**config.mk**
```make
export PLATFORM = sky130hd
export DESIGN_NAME = uart_tx_arbiter
export DESIGN_NICKNAME = d
export VERILOG_FILES = /design/src/rtl/uart_pkg.sv /design/src/rtl/uart_rr_picker.sv /design/src/rtl/uart_tx_arbiter.sv
export SDC_FILE = /design/constraint.sdc
export NUM_CORES = 1
export LEC_CHECK = 0
export CORE_ASPECT_RATIO = 1.4
export CORE_UTILIZATION = 37
export DETAILED_ROUTE_END_ITERATION = 6
export PLACE_DENSITY = 0.75
export SETUP_SLACK_MARGIN = 0.2
export SYNTH_ARGS = -nofsm -noshare
export SYNTH_HDL_FRONTEND = slang
export SYNTH_HIERARCHICAL = 1
export SYNTH_SLANG_ARGS = --single-unit
```
**constraint.sdc**
```tcl
create_clock -name clk -period 2.25 [get_ports clk]
set_input_delay 0.45 -clock clk [delete_from_list [all_inputs] [get_ports clk]]
set_output_delay 0.45 -clock clk [all_outputs]
set_load 0.005 [all_outputs]
```
**src/rtl/uart_pkg.sv**
```systemverilog
// ============================================================================
// Module      : uart_pkg
// Description : Shared types and constants for the UART transmit arbiter.
// Revision    : 1.0 - initial release
// ============================================================================
`default_nettype none

package uart_pkg;

    localparam int UART_BYTE_W     = 8;
    localparam int DEFAULT_NUM_REQ = 3;

    typedef enum logic [1:0] {
        IDLE      = 2'd0,
        LOAD      = 2'd1,
        WAIT_BUSY = 2'd2,
        WAIT_DONE = 2'd3
    } arb_state_t;

endpackage

`default_nettype wire

```
**src/rtl/uart_rr_picker.sv**
```systemverilog
// ============================================================================
// Module      : uart_rr_picker
// Description : Rotating-priority selector; lowest index at or after rr_ptr
//               (with wrap) wins.
// Revision    : 1.0 - initial release
// ============================================================================
`default_nettype none

module uart_rr_picker #(
    parameter int NUM_REQ = 3,
    parameter int ID_W    = 2
) (
    input  logic [NUM_REQ-1:0] req_valid,
    input  logic [ID_W-1:0]    rr_ptr,
    output logic               any_valid,
    output logic [ID_W-1:0]    winner
);

    assign any_valid = |req_valid;

    // Walk offsets from farthest to nearest so the nearest valid one wins.
    always_comb begin
        int w_idx;
        w_idx  = 0;
        winner = '0;
        for (int off = NUM_REQ - 1; off >= 0; off--) begin
            w_idx = int'(rr_ptr) + off;
            if (w_idx >= NUM_REQ) begin
                w_idx = w_idx - NUM_REQ;
            end
            if (req_valid[w_idx]) begin
                winner = ID_W'(w_idx);
            end
        end
    end

endmodule

`default_nettype wire

```
**src/rtl/uart_tx_arbiter.sv**
```systemverilog
// ============================================================================
// Module      : uart_tx_arbiter
// Description : Round-robin sharing of one UART transmitter between NUM_REQ
//               byte producers. Optional busy-rise watchdog: UART_ARB_WDOG_EN.
// Revision    : 1.0 - initial release
// ============================================================================
`default_nettype none

module uart_tx_arbiter
    import uart_pkg::*;
#(
    parameter int NUM_REQ     = DEFAULT_NUM_REQ,
    parameter int ID_W        = 2,
    parameter int WDOG_CYCLES = 4096
) (
    input  logic                           clk,
    input  logic                           reset,
    input  logic [NUM_REQ-1:0]             req_valid,
    input  logic [UART_BYTE_W*NUM_REQ-1:0] req_data,
    output logic [NUM_REQ-1:0]             req_ready,
    output logic [UART_BYTE_W-1:0]         tx_data,
    output logic                           tx_wr,
    output logic                           tx_en,
    input  logic                           tx_busy,
    output logic [ID_W-1:0]                grant_id,
    output logic                           active,
    output logic                           wdog_err
);

    arb_state_t              r_state;
    arb_state_t              w_state_next;
    logic                    r_busy_meta;
    logic                    r_busy_sync;
    logic [ID_W-1:0]         r_rr_ptr;
    logic [ID_W-1:0]         r_grant_id;
    logic [UART_BYTE_W-1:0]  r_tx_data;
    logic [ID_W-1:0]         w_winner;
    logic [ID_W-1:0]         w_rr_next;
    logic                    w_any_valid;
    logic                    w_accept;
    logic                    w_done;
    logic                    w_wdog_hit;

    uart_rr_picker #(
        .NUM_REQ (NUM_REQ),
        .ID_W    (ID_W)
    ) u_picker (
        .req_valid (req_valid),
        .rr_ptr    (r_rr_ptr),
        .any_valid (w_any_valid),
        .winner    (w_winner)
    );

    assign w_accept  = (r_state == IDLE) && w_any_valid;
    assign w_done    = (r_state == WAIT_DONE) && !r_busy_sync;
    assign w_rr_next = (r_grant_id == ID_W'(NUM_REQ - 1)) ? '0 : r_grant_id + 1'b1;

    // tx_busy comes from another clock domain.
    always_ff @(posedge clk or posedge reset) begin
        if (reset) begin
            r_busy_meta <= 1'b0;
            r_busy_sync <= 1'b0;
        end else begin
            r_busy_meta <= tx_busy;
            r_busy_sync <= r_busy_meta;
        end
    end

    always_ff @(posedge clk or posedge reset) begin
        if (reset) begin
            r_state <= IDLE;
        end else begin
            r_state <= w_state_next;
        end
    end

    always_comb begin
        w_state_next = r_state;
        case (r_state)
            IDLE:      if (w_any_valid) w_state_next = LOAD;
            LOAD:      w_state_next = WAIT_BUSY;
            WAIT_BUSY: begin
                if (r_busy_sync) begin
                    w_state_next = WAIT_DONE;
                end else if (w_wdog_hit) begin
                    w_state_next = IDLE;
                end
            end
            WAIT_DONE: if (!r_busy_sync) w_state_next = IDLE;
            default:   w_state_next = IDLE;
        endcase
    end

    // The grant pulse is combinational so the byte is taken in the cycle it is offered.
    always_comb begin
        req_ready = '0;
        if (w_accept && !reset) begin
            req_ready[w_winner] = 1'b1;
        end
        tx_wr  = (r_state == LOAD);
        tx_en  = (r_state != IDLE);
        active = (r_state != IDLE);
    end

    always_ff @(posedge clk or posedge reset) begin
        if (reset) begin
            r_tx_data  <= '0;
            r_grant_id <= '0;
            r_rr_ptr   <= '0;
        end else begin
            if (w_accept) begin
                r_tx_data  <= req_data[UART_BYTE_W*int'(w_winner) +: UART_BYTE_W];
                r_grant_id <= w_winner;
            end
            if (w_done || w_wdog_hit) begin
                r_rr_ptr <= w_rr_next;
            end
        end
    end

    assign tx_data  = r_tx_data;
    assign grant_id = r_grant_id;

`ifdef UART_ARB_WDOG_EN
    localparam int CNT_W = $clog2(WDOG_CYCLES + 1);

    logic [CNT_W-1:0] r_wdog_cnt;
    logic             r_wdog_err;

    // Fires so the error is visible WDOG_CYCLES cycles after the tx_wr cycle.
    assign w_wdog_hit = (r_state == WAIT_BUSY) && !r_busy_sync &&
                        (r_wdog_cnt == CNT_W'(WDOG_CYCLES - 2));

    always_ff @(posedge clk or posedge reset) begin
        if (reset) begin
            r_wdog_cnt <= '0;
            r_wdog_err <= 1'b0;
        end else begin
            if (r_state == LOAD) begin
                r_wdog_cnt <= '0;
            end else if (r_state == WAIT_BUSY) begin
                r_wdog_cnt <= r_wdog_cnt + 1'b1;
            end
            if (w_wdog_hit) begin
                r_wdog_err <= 1'b1;
            end
        end
    end

    assign wdog_err = r_wdog_err;
`else
    assign w_wdog_hit = 1'b0;
    assign wdog_err   = 1'b0;
`endif

endmodule

`default_nettype wire

```
==> results of run 1 <==
-- state kept, by name (all words and copies together) (netlist names) --
register and count:
grant_id 2, r_busy_meta 1, r_busy_sync 1, r_rr_ptr 2, r_state 2, tx_data 8
-- placed cells by master, fill, tap and decap left out, types with 3 or more instances in the layout --
master,synthesis,final
nor2_1,8,8
or2_0,7,7
buf_4,2,19
dfrtp_1,16,16
mux2i_1,9,9
clkbuf_4,0,3
nand2_1,9,9
ha_1,7,3
clkdlybuf4s50_1,0,41
buf_6,1,3
o21ai_2,0,4
a21oi_1,17,16
inv_1,7,4
-- kinds of logic after synthesis --
logic type	count (synthesis)
DFF	16
AOI/OAI and AO/OA	29
muxes	10
adders and majority gates	7
and+or+nand+nor	38
buffers and inverters	14
other	1
-- power breakdown --
part,internal (mW),switching (mW)
Clock,0.0623,0.0864
Sequential,0.410,0.0772
Combinational,0.820,0.629
-- critical path, stage by stage (launching register included) --
cell and delay, ps:
dfrtp_1 430, buf_6 130, inv_4 30, ha_4 170, and2b_1 160, o21ai_2 120, a221oi_2 80, buf_4 150
buf_6 110, buf_8 110, nor4_4 260, buf_2 150
-- how the worst max path moves through the flow --
stage,to,slack [ps],depth (start not counted)
3_3_place_gp,req_ready[1],-610,7
3_5_place_dp,req_ready[0],-710,7
4_1_cts,req_ready[0],-410,11
6_report,req_ready[0],-390,11
5_1_grt,req_ready[0],-510,9
2_1_floorplan,req_ready[2],70,7
-- timing repair --
item / 4_1_cts / 5_1_grt
setup endpoints to repair: 13 / 16
resized for setup: 31 / 5
pin swaps: 10 / 6
setup buffers: 10 / 1
gates cloned: 0 / 0
-- stage by stage --
stage / setup WS, ps / utilization (%) / setup TNS, ps
global route: -511.3 / 68.66 / -2114
floorplan: 69.35 / - / 0
detailed placement: -712.1 / 61.88 / -2373
CTS: -414.3 / 67.85 / -1155
global placement: -611.3 / 61.88 / -1877
finish: -391.4 / 68.66 / -1075
-- area by class of cell --
type | instances | share of cell area [%]
well taps | 36 | 2.483
flip-flops and latches | 16 | 22.07
inverters | 7 | 1.586
clock buffers | 3 | 1.241
repair buffers | 69 | 35.59
multi-input cells | 85 | 37.03
-- layer usage --
metal | track usage [%] | vias up
met4 | 7.500 | 0
met5 | 0 | -
li1 | - | 521
met3 | 3.900 | 5
met1 | 25.18 | 521
met2 | 40.28 | 48
==> results.json, run 1 <==
{
  "htree_num_levels": 1,
  "worst_r2r_startpoint": "r_rr_ptr[1]$_DFFE_PP0P_",
  "yosysUniqueCellTypes": 35,
  "wirelength_mm": 2.921,
  "cts_buffers": 3,
  "critical_path_class": "flop to output port",
  "synthesis.nets": 152,
  "synth_top_area_share_pct": 38.37,
  "synth_xor_area_share_pct": 0,
  "synth_top_area_cell": "dfrtp_1",
  "ys_seq_area_share_pct": 38.37,
  "postCtsHoldBufs": 0,
  "core_mm2": 0.002643,
  "grt_usage_pct": 22.42,
  "synthFlopType": "dfrtp_1",
  "fmax_mhz": 378.6,
  "clock_latency_ps": 290,
  "synth_simple_gate_area_share_pct": 19.54,
  "grt_max_degree": 17,
  "fp.dieH_um": 64.84,
  "ir_drop_mv": 0.5851,
  "rsz0062_at_grt": "yes",
  "yosysMostFrequentCell": "a21oi_1",
  "syn-mean-instance-area_um2": 9.074,
  "synth-warning-count": 6,
  "ios": 47,
  "leakage_nw": 0.7911,
  "drv_cap": 0,
  "drive_above_1_share_pct": 28.89,
  "synthAdderAreaFrac_pct": 8.393,
  "muxShareOfSynthArea_pct": 9.712,
  "ant_nets": 0,
  "fill_cells": 221,
  "syn_area_mm2": 0.001044,
  "dr_wl_met2_mm": 1.588,
  "cts_tree": "yes",
  "multiInputGateArea_um2": 671.9,
  "crit_fanout": 6,
  "min_path_type": "flop to flop",
  "detail_route.wl_per_cell_um": 13.52,
  "p_total_mw": 2.084,
  "placed_area_mm2": 0.001635,
  "reg2regPathDepth": 13,
  "critPathLaunch": "r_rr_ptr[1]$_DFFE_PP0P_",
  "synth-compound-area-share_pct": 16.31,
  "highest_layer": "met4",
  "skew_ps": 5.164,
  "period_share_pct": 117.4,
  "dieArea_mm2": 0.003039,
  "hpwl_mm": 2.175,
  "drt-initial-drc-count": 6,
  "grt_pass1_wl_mm": 4.954,
  "stdcell_count": 216,
  "syn-instance-count": 115,
  "hp-start": "r_busy_meta$_DFF_PP0_",
  "portBuffers": 45,
  "synth_edf_count": 0,
  "cp.arrival_ps": 2190,
  "nNetsFinal": 219,
  "grt_pass1_vias": 1143,
  "grt_overflow": 0,
  "antenna_found_initial": 0,
  "cts_sinks": 16,
  "p_per_area_mw_per_mm2": 1149,
  "dr.pass1.iters": 4,
  "finalCriticalPeriod_ps": 2641,
  "synth.top_cells.by_count": "a21oi_1, dfrtp_1, mux2i_1, nand2_1, nor2_1",
  "route.detailed.drc": 0,
  "violations": "setup timing",
  "routabilityCongestion": 0.7144,
  "end_kind": "output port",
  "wl_met1_mm": 1.104,
  "synth_top_family_by_area": "simple AND/OR/NAND/NOR gates",
  "vias_per_cell": 5.069,
  "clockBufferDepth": 2,
  "fin_ws_ps": -391.4,
  "area_growth_pct": 73.86,
  "status": "finished, violations left",
  "finalSetupViolCount": 3,
  "die_x_um": 46.88,
  "rows": 22,
  "synth_seq_cells": 16,
  "whs_path_depth": 0,
  "whs_endpoint": "r_busy_sync$_DFF_PP0_",
  "num_vias": 1095,
  "n_antenna_cell": 0,
  "synth_area_leaders": "dfrtp_1, mux2i_1, ha_1",
  "dp.cells": 202,
  "final_design_area_no_fill_mm2": 0.001814,
  "initial_core_util_pct": 39.49,
  "seq_area_um2": 400.4,
  "holdWs_ps": 373.6,
  "rrSetupSlack_ps": 10,
  "cts.clk_slew.worst_paths_ps": 90,
  "cts_root_buf": "clkbuf_4",
  "hold_viol": 0,
  "route.met3.wl_um": 180,
  "async_flop_share_pct": 100.0,
  "r2r-end": "tx_data[3]$_DFFE_PP0P_",
  "cp-start-kind": "flop",
  "drv_slew": 0,
  "cp.required_ps": 1800
}
(Power assumes the default switching activity.)
==> run 2, diff against run 1 <==
- CORE_ASPECT_RATIO: 1.4 -> not set
==> run 2 against run 1 <==
  * The run still ends with setup timing left
  * Clock skew fell by 3.0 ps
  * Flip-flop and latch count unchanged
  * Via count fell by 1.3%
  * Die area about the same
  * Core utilization is 0.84 points higher
  * Global-route usage down 0.79 points
  * Sequential power hardly changed
  * Largest power group unchanged
  * Highest routed layer unchanged
==> results.json, run 2 (same netlist as run 1, synthesis figures left out) <==
{
  "grt_pass1_vias": 1031,
  "initial_core_util_pct": 40.64,
  "num_vias": 1081,
  "dieArea_mm2": 0.003037,
  "skew_ps": 2.162,
  "antenna_found_initial": 0,
  "pre_cts_ws_ps": -714.1,
  "final_cell_mix": "clkdlybuf4s50_1, buf_4, a21oi_1, dfrtp_1",
  "whs_endpoint": "r_busy_sync$_DFF_PP0_",
  "p_total_mw": 2.059,
  "fin_util_pct": 69.49,
  "drv_cap": 0,
  "cts_root_buf": "clkbuf_4",
  "cts_buffers": 3,
  "route.detailed.drc": 0,
  "seq_area_um2": 400.4,
  "r2r-end": "tx_data[7]$_DFFE_PP0P_",
  "fmax_mhz": 379.7,
  "drt-initial-drc-count": 28,
  "end_kind": "output port",
  "fill_cells": 210,
  "critical_path_class": "flop to output port",
  "hpwl_mm": 2.127,
  "holdWs_ps": 357.3,
  "wirelength_mm": 2.865,
  "rsz0062_at_grt": "yes",
  "hold_viol": 0,
  "fp.dieH_um": 55.11,
  "p_per_area_mw_per_mm2": 1154,
  "nNetsFinal": 216,
  "grt_usage_pct": 21.63,
  "dp.cells": 196,
  "drv_slew": 0,
  "cp.arrival_ps": 2180,
  "grt_max_degree": 17,
  "finalCriticalPeriod_ps": 2634,
  "postCtsHoldBufs": 0,
  "dr.pass1.iters": 5,
  "clockPowerShare_pct": 9.4,
  "period_share_pct": 117.1,
  "clockBufferDepth": 2,
  "finalSetupViolCount": 3,
  "portBuffers": 45,
  "grt_overflow": 0,
  "die_x_um": 55.11,
  "vias_per_cell": 5.197,
  "htree_num_levels": 1,
  "ir_drop_mv": 0.7101,
  "mostFrequentLayoutCell": "clkdlybuf4s50_1",
  "multiInputGateArea_um2": 678.2,
  "largest_reg_flops": 8,
  "fin_ws_ps": -383.7,
  "ant_nets": 0,
  "rrSetupSlack_ps": 160,
  "core_mm2": 0.002567,
  "ios": 47,
  "crit_fanout": 4,
  "seqPwrFrac_pct": 23.6,
  "n_antenna_cell": 0,
  "placed_area_mm2": 0.001628,
  "min_path_type": "flop to flop",
  "violations": "setup timing",
  "final_design_area_no_fill_mm2": 0.001784,
  "routabilityCongestion": 0.7696,
  "stdcell_count": 208,
  "power_frac_comb_pct": 67.0,
  "hp-start": "r_busy_meta$_DFF_PP0_",
  "cts_tree": "yes",
  "finalSetupTns_ps": -1100,
  "whs_path_depth": 0,
  "power_switching_mw": 0.7975,
  "cts.clk_slew.worst_paths_ps": 100,
  "grt_pass1_wl_mm": 4.457,
  "cp.required_ps": 1800,
  "swShare_pct": 38.73,
  "clock_latency_ps": 290,
  "detail_route.wl_per_cell_um": 13.77,
  "rows": 18,
  "status": "finished, violations left",
  "worst_r2r_startpoint": "r_rr_ptr[0]$_DFFE_PP0P_",
  "internal-power_mw": 1.262,
  "area_growth_pct": 70.98,
  "leakage_nw": 0.7802,
  "cts_sinks": 16,
  "drive_above_1_share_pct": 25.28,
  "reg2regPathDepth": 10,
  "cp-start-kind": "flop"
}
-- run 2: cell count changes in the layout (fill, tap and decap cells not counted), sizes merged --
cell | before | now
buf | 26 | 23
clkbuf | 3 | 4
clkdlybuf4s50 | 41 | 39
dlymetal6s2s | 0 | 2
-- run 2: cell type report --
cell class,count,share of cell area [%]
Multi-Input combinational cell,85,38.01
Timing Repair Buffer,66,33.94
Sequential cell,16,22.44
Tap cell,30,2.104
Clock buffer,4,2.034
Inverter,7,1.473
-- run 2: worst max-delay path by stage --
stage / from / to / slack (ps) / depth (start not counted)
floorplan: r_rr_ptr[0]$_DFFE_PP0P_ / req_ready[2] / 70 / 7
global placement: req_valid[1] / req_ready[1] / -620 / 7
detailed placement: req_valid[1] / req_ready[1] / -710 / 7
CTS: r_rr_ptr[0]$_DFFE_PP0P_ / req_ready[0] / -380 / 9
global route: r_rr_ptr[0]$_DFFE_PP0P_ / req_ready[0] / -460 / 9
finish: r_rr_ptr[0]$_DFFE_PP0P_ / req_ready[0] / -380 / 9
-- run 2: critical path, stage by stage, from the launching register on --
cell and delay (ps):
dfrtp_1 410, inv_2 90, ha_4 220, and2b_1 190, o221ai_2 190, o311ai_2 150, buf_4 160, buf_6 120
nor4_4 230, buf_2 150
-- run 2: power groups by stage --
stage | Clock, mW | Combinational [mW] | Sequential [mW]
floorplan | 0 | 0.694 | 0.499
global placement | 0 | 1.13 | 0.503
detailed placement | 0 | 1.17 | 0.506
CTS | 0.196 | 1.35 | 0.485
global route | 0.209 | 1.51 | 0.504
finish | 0.194 | 1.38 | 0.486
-- run 2: repair_timing --
action | 4_1_cts | 5_1_grt
endpoints found under the setup margin | 13 | 13
gates resized for setup | 22 | 5
pin swaps | 7 | 6
gates cloned | 0 | 0
setup buffers | 8 | 0
-- run 2: metal layers --
metal / GRT usage, % / part of all wire (%)
met2: 38.15 / 49
met4: 9.583 / 1.6
met1: 24.03 / 41
met3: 6.011 / 7.9
met5: 0 / 0
